File: src/rtl/fpu_pkg.sv
// Shared FPU definitions: normalize-stage FSM states, fp32 constants and packed format.
package fpu_pkg;

    localparam int EXP_W_DEFAULT  = 10;
    localparam int MANT_W_DEFAULT = 23;
    localparam int FP32_BIAS      = 127;
    localparam int FP32_EXP_MAX   = 255;

    typedef enum logic [1:0] {
        NR_Idle,
        NR_Norm,
        NR_Round,
        NR_Hold
    } NormState;

    typedef struct packed {
        logic        sign;
        logic [7:0]  exp;
        logic [22:0] frac;
    } fp32_t;

endpackage

File: src/rtl/fp_round_rne.sv
// Combinational fraction rounder. FPMUL_RNE_EN defined: round-to-nearest-even;
// undefined: truncation, where guard/sticky are ignored and carry is always 0.
module fp_round_rne
    import fpu_pkg::*;
#(
    parameter int MANT_W = MANT_W_DEFAULT
) (
    input  logic [MANT_W-1:0] frac_in,
    input  logic              guard,
    input  logic              sticky,
    output logic [MANT_W-1:0] frac_out,
    output logic              carry
);

`ifdef FPMUL_RNE_EN
    logic round_up;

    assign round_up          = guard & (sticky | frac_in[0]);
    // An all-ones fraction wraps to zero here; the carry bumps the exponent upstream.
    assign {carry, frac_out} = {1'b0, frac_in} + {{MANT_W{1'b0}}, round_up};
`else
    logic unused_round;

    assign unused_round = guard | sticky;
    assign frac_out     = frac_in;
    assign carry        = 1'b0;
`endif

endmodule

File: src/rtl/fp_mul_normround.sv
// Normalize/round/pack stage of the fp32 multiplier with a valid/ack output hold.
// Rounding mode selected by FPMUL_RNE_EN (defined: RNE, undefined: truncate).
module fp_mul_normround
    import fpu_pkg::*;
#(
    parameter int EXP_W  = EXP_W_DEFAULT,
    parameter int MANT_W = MANT_W_DEFAULT
) (
    input  logic                    CLK,
    input  logic                    RSTK,
    input  logic [2*MANT_W+1:0]     prod_in,
    input  logic signed [EXP_W-1:0] exp_in,
    input  logic                    sign_in,
    input  logic                    in_valid,
    output logic [31:0]             out_result,
    output logic                    out_valid,
    input  logic                    out_ack,
    output logic                    out_ovf,
    output logic                    out_unf,
    output logic                    overrun,
    output logic                    busy
);

    localparam int PROD_W = 2 * MANT_W + 2;

    NormState                state;
    logic [PROD_W-1:0]       prod_r;
    logic signed [EXP_W-1:0] exp_r;
    logic                    sign_r;
    logic [MANT_W-1:0]       frac_r;
    logic                    guard_r;
    logic                    sticky_r;

    logic [MANT_W-1:0]       frac_rnd;
    logic                    carry;
    logic signed [EXP_W-1:0] exp_rnd;
    fp32_t                   pack;
    logic                    ovf_next;
    logic                    unf_next;

    fp_round_rne #(
        .MANT_W (MANT_W)
    ) u_round (
        .frac_in  (frac_r),
        .guard    (guard_r),
        .sticky   (sticky_r),
        .frac_out (frac_rnd),
        .carry    (carry)
    );

    assign exp_rnd = exp_r + $signed({{(EXP_W-1){1'b0}}, carry});

    // Zero product wins over the range checks so it never raises a flag.
    always_comb begin
        pack.sign = sign_r;
        pack.exp  = '0;
        pack.frac = '0;
        ovf_next  = 1'b0;
        unf_next  = 1'b0;
        if (prod_r != '0) begin
            if (exp_rnd >= EXP_W'(FP32_EXP_MAX)) begin
                pack.exp = '1;
                ovf_next = 1'b1;
            end else if (exp_rnd <= EXP_W'(0)) begin
                unf_next = 1'b1;
            end else begin
                pack.exp  = exp_rnd[7:0];
                pack.frac = frac_rnd;
            end
        end
    end

    always_ff @(posedge CLK or negedge RSTK) begin
        if (!RSTK) begin
            state      <= NR_Idle;
            prod_r     <= '0;
            exp_r      <= '0;
            sign_r     <= 1'b0;
            frac_r     <= '0;
            guard_r    <= 1'b0;
            sticky_r   <= 1'b0;
            out_result <= '0;
            out_valid  <= 1'b0;
            out_ovf    <= 1'b0;
            out_unf    <= 1'b0;
            overrun    <= 1'b0;
            busy       <= 1'b0;
        end else begin
            if (in_valid && state != NR_Idle) begin
                overrun <= 1'b1;
            end
            case (state)
                NR_Idle: begin
                    if (in_valid) begin
                        prod_r <= prod_in;
                        exp_r  <= exp_in;
                        sign_r <= sign_in;
                        busy   <= 1'b1;
                        state  <= NR_Norm;
                    end
                end
                NR_Norm: begin
                    if (prod_r[PROD_W-1]) begin
                        frac_r   <= prod_r[PROD_W-2 -: MANT_W];
                        guard_r  <= prod_r[PROD_W-2-MANT_W];
                        sticky_r <= |prod_r[PROD_W-3-MANT_W:0];
                        exp_r    <= exp_r + EXP_W'(1);
                    end else begin
                        frac_r   <= prod_r[PROD_W-3 -: MANT_W];
                        guard_r  <= prod_r[PROD_W-3-MANT_W];
                        sticky_r <= |prod_r[PROD_W-4-MANT_W:0];
                    end
                    state <= NR_Round;
                end
                NR_Round: begin
                    out_result <= pack;
                    out_ovf    <= ovf_next;
                    out_unf    <= unf_next;
                    out_valid  <= 1'b1;
                    state      <= NR_Hold;
                end
                NR_Hold: begin
                    if (out_ack) begin
                        out_valid <= 1'b0;
                        out_ovf   <= 1'b0;
                        out_unf   <= 1'b0;
                        busy      <= 1'b0;
                        state     <= NR_Idle;
                    end
                end
                default: state <= NR_Idle;
            endcase
        end
    end

endmodule
File: config.mk
export PLATFORM = sky130hd
export DESIGN_NAME = fp_mul_normround
export DESIGN_NICKNAME = d
export VERILOG_FILES = /design/src/rtl/fpu_pkg.sv /design/src/rtl/fp_round_rne.sv /design/src/rtl/fp_mul_normround.sv
export SDC_FILE = /design/constraint.sdc
export NUM_CORES = 1
export LEC_CHECK = 0
export BUFFER_PORTS_ARGS = -buffer_cell sky130_fd_sc_hd__buf_4
export CAP_MARGIN = 20
export CORE_MARGIN = 3
export CORE_UTILIZATION = 55
export CTS_BUF_LIST = sky130_fd_sc_hd__clkbuf_2 sky130_fd_sc_hd__clkbuf_4 sky130_fd_sc_hd__clkbuf_8
export DETAILED_ROUTE_END_ITERATION = 10
export PLACE_DENSITY = 0.79
export RECOVER_POWER = 25
export SKIP_LAST_GASP = 1
export SLEW_MARGIN = 5
export SYNTH_ARGS = -nofsm -noshare
export SYNTH_HDL_FRONTEND = slang
export SYNTH_SLANG_ARGS = --single-unit
File: constraint.sdc
create_clock -name CLK -period 3.85 [get_ports CLK]
set_clock_uncertainty 0.05 [all_clocks]
set_input_delay 0.77 -clock CLK [delete_from_list [all_inputs] [get_ports CLK]]
set_output_delay 0.77 -clock CLK [all_outputs]
set_load 0.05 [all_outputs]
**Yosys cells after proc, flatten, opt, wreduce, memory -nomap -nowiden**

Index checks and enable logic that the tools add are counted.
W data, S select, Z words.

- Reductions and logical operators: 12
- Magnitude comparators: 2
- Mux-type cells: 22
- Eq/ne operators: 6
- Add/subtract/negate cells: 1

Operator list:

| operator | number |
|---|---|
| $mux W31 | 2 |
| $reduce_bool A48 Y1 | 1 |
| $mux W23 | 2 |
| $mux W10 | 2 |
| $pmux W10 S2 | 1 |
| $add A10 B2 Y10 const B | 1 |
| $ge A10 B9 Y1 const B | 1 |
| $le A10 B1 Y1 const B | 1 |
| $mux W8 | 1 |
| $pmux W1 S2 | 4 |
| $pmux W2 S4 | 1 |
| $reduce_bool A2 Y1 | 4 |
| $mux W1 | 7 |
| $ne A2 B2 Y1 const B | 3 |
| $reduce_and A2 Y1 | 3 |
| $reduce_and A3 Y1 | 2 |
| $eq A2 B2 Y1 const B | 2 |
| $mux W2 | 2 |
| $eq A2 B1 Y1 const B | 1 |
| $logic_not A2 Y1 | 1 |
| $logic_and A1 B1 Y1 | 1 |

- Word-level logic and storage cells: 54
- Register bits after elaboration: 121
- Output and inout port bits: 37

**Depth between registers and ports, before layout**

- Depth after elaboration: 5
- Gate-level depth with buffers: 8

**Cells and area by module**

From an unflattened synthesis, not the netlist that was laid out.

- Cells, all modules: 545
- Area total of the unflattened synthesis: 6053.3 um^2

Modules (own cells, without submodules):

| module | times used | area an instance (um^2) | cells each |
|---|---|---|---|
| fp_mul_normround | 1 | 5869.4 | 520 |
| fp_round_rne | 1 | 183.9 | 25 |

**Worst setup path after synthesis**

No wires, ideal clock.

- Path type: input port to flip-flop
- From: in in_valid
- To: reg prod_r[37]
- Data required time: 3.675 ns
- Stages on the path: 4
- Arrival time: 1.636 ns
- Path slack: 2.039 ns
- Library setup time: 0.125 ns
- Path through: nand2_1 > buf_2 > buf_2 > mux2_2

- Word-level cells in the longest chain between the ends: 1

Ends and longest elaborated chain:

| item | line | text |
|---|---|---|
| start, declared | fp_mul_normround.sv:14 | `input logic in_valid,` |
| $reduce_and A2 Y1 (no source line) | n/a |  |
| end signal, assigned | fp_mul_normround.sv:95 | `prod_r <= prod_in;` |
| end, declared | fp_mul_normround.sv:27 | `logic [PROD_W-1:0] prod_r;` |

No other way between the ends.
A chain may end at the register's enable or synchronous reset.

==> impl_results.md <==
* Run status: complete, but fails checks
* Failing checks: max-capacitance violations, max-slew violations
* Placed insts at 680
* Simple-Gate Fraction of Synth Area at 7.974%
* Drt via density at 5.506
* Hold-fix buffers at CTS at 0
* Initial antenna violation count at 0
* Final Max Tran Viols at 66
* Synth Area in XOR/XNOR at 0%
* Setup TNS at 0 ns
* ANT cells at 0
* DR vias at 3920
* Final Hold Fails at 0
* Worst hold path class: reg -> reg
* Slew @ Worst Pin at 1.634 ns
* Post-synth top cells: 121 x dfrtp_1, 63 x inv_1, 51 x mux2_2
* Buf+Inv Stages, Crit Path at 2
* Post-synth top flop: dfrtp_1
* Drt drc at 0
* Die Y-Extent at 105.4 um
* Power Dens Cells at 984.9 nW/um^2
* Unique masters post-synth at 40
* Hold slack at 0.4599 ns
* Slew margin rel. at -8.948%
* Type of origin of the critical path: primary input
* Via count of the first global-routing pass at 3847
* 1st-iter DRT viols at 234
* Yosys warnings at 0
* Count leader, synth: dfrtp_1
* Part of the Yosys area used for sequential elements at 55.77%
* Starting density of the core at 57.66%
* Post-synthesis mux area share at 15.19%
* CTS buffer count at 17
* Critical path capture point type: async pin
* Clock Sink Count at 121
* Skew-Pair Late Insertion Delay at 0.42 ns
* Share of cells above drive strength 1 at 33.28%
* Rows at 35
* Critical path arrival at 2.92 ns
* Largest net degree at the start of global routing at 73
* Longest Clk Path Bufs at 2
* Root Driver: clkbuf_8
* CTS tree: yes
* MaxCap Viol Count at 1
* Crit-path max FO at 65
* H-tree Lvls at 4
* Period utilisation layout at 68.30%
* CTS clk-pin slew, worst paths at 0.06 ns
* Syn Area/Cell at 11.38 um^2
* Global route overflow at 0
* Post-CTS setup buffers at 0
* DR WL/cell at 16.10 um
* GRT Overall Usage at 21.43%
* Ys async rst share at 100.0%
* Core area at 9415 um^2
* CP Data Required Time at 4.14 ns
* I/O Buffers at 99
* Filler cells at 670
* Initial DRT Pass Iterations at 5
* Max Clock Freq at 380.3 MHz
* Post-DP HPWL at 7695 um
* Crit-path cells: clkbuf_2 > clkbuf_1
* Final Non-Filler Cells at 712
* Post-Synth Adder-Cell Area at 1.383%
* Synth-to-layout area growth at 22.82%
* Delay-heaviest family, CP: buffers and inverters
* Number of synthesized flops with an enable pin at 0
* Post-CTS Resized at 0
* Post-DRT Antenna Nets at 0
* Compound-Gate Fraction of Synth Area at 12.28%
* Syn Nets at 546
* Die footprint at 11100 um^2
* Largest family of logic cells by synthesized area: multiplexers
* Top post-synthesis cells by area: dfrtp_1 56%, mux2_2 11%, mux2i_1 4.6%, inv_1 4.4%, o32ai_1 4.4%
* Post-synth top area share at 55.77%
* Cell leakage power at 3.151 nW
* Endpoints failing setup at 0
* Worst stage delay on the critical path at 1.15 ns
* I/O pin total at 100
* Syn Inst Count at 477
* Peak supply drop at 0.4994 mV
* Layout Nets at 640
* Largest area contributor in the netlist: dfrtp_1
* Crit Path Category: in -> async
* RSZ-0062 raised after global routing: no
* Final WL at 11460 um
* #FFs+latches synth at 121
* Minimum clock period at 2.629 ns
* Die X at 105.4 um
* Slowest cell on crit path: clkbuf_2
* Final GP Congestion at 0.8414
* Syn Std Cell Area at 5429 um^2
* Global-route wire length before repair at 18940 um
[layout by cell type, fill, tap and decap left out, types with 2 or more instances in the layout]
cell	instances
nor3_1	2
and4_1	2
mux2_2	51
nand3_1	5
mux2i_1	25
clkbuf_8	20
nand2_1	14
a2bb2oi_1	5
o32ai_1	27
buf_4	103
nor2b_1	2
bufinv_16	4
inv_1	63
clkbuf_4	2
a21oi_1	37
ha_1	5
o21ai_0	13
dfrtp_1	121
nand4_1	6
nor2_1	29
clkinv_2	5
nor4_1	11
nand2b_1	2
o22ai_1	8
[cells by family after synthesis]
kind of cell	Yosys count
AOI/OAI and AO/OA	98
buffers and inverters	94
muxes	76
and+or+nand+nor	82
adders and majority gates	6
DFF	121
[routing by layer]
layer / wire length [um] / track usage, %
met5: 0 / 0
met1: 4985 / 28.93
met2: 5459 / 32.65
met4: 184 / 8.060
met3: 833 / 6.675
[layout make-up]
class / count / area, um^2 / share of cell area (%)
Timing Repair Buffer: 106 / 802.0 / 12.03
Clock inverter: 9 / 145.1 / 2.177
Multi-Input combinational cell: 262 / 2004 / 30.06
Inverter: 63 / 236.5 / 3.547
Tap cell: 129 / 161.4 / 2.421
Sequential cell: 121 / 3028 / 45.41
Clock buffer: 22 / 290.3 / 4.354
[through the flow]
stage / area (um^2) / setup WS [ns] / utilization (%) / total power, mW
CTS: 6654 / 1.381 / 70.67 / 6.591
global route: 6668 / 0.7604 / 70.82 / 6.985
floorplan: 5429 / 2.039 / - / 4.583
finish: 6668 / 1.221 / 70.82 / 6.567
detailed placement: 6218 / 1.440 / 66.05 / 5.325
global placement: 6218 / 1.560 / 66.05 / 5.204
[final timing paths]
path	from	end	slack, ns	cells after the start
setup reg to reg	exp_r[0]	out_result[1]	1.37	5
max in group CLK	exp_r[0]	out_result[1]	1.37	5
min in group asynchronous	RSTK	out_result[11]	0.70	1
setup / recovery	RSTK	prod_r[10]	1.22	2
hold / removal	prod_r[17]	prod_r[17]	0.46	1
hold reg to reg	prod_r[17]	prod_r[17]	0.46	1
[sequential cells by signal, indices dropped and copies added, names as in the netlist]
signal	count
busy	1
out_valid	1
out_unf	1
sign_r	1
state	2
prod_r	48
exp_r	10
overrun	1
out_ovf	1
frac_r	23
out_result	32
[power breakdown]
group | leakage [nW] | internal [mW] | total, mW | switching, mW
Combinational | 1.48 | 1.14 | 2.91 | 1.76
Sequential | 1.44 | 1.92 | 2.43 | 0.505
Clock | 0.229 | 0.763 | 1.23 | 0.469
Total | 3.15 | 3.83 | 6.57 | 2.74
Note: power is estimated with default switching activity, not from simulation.
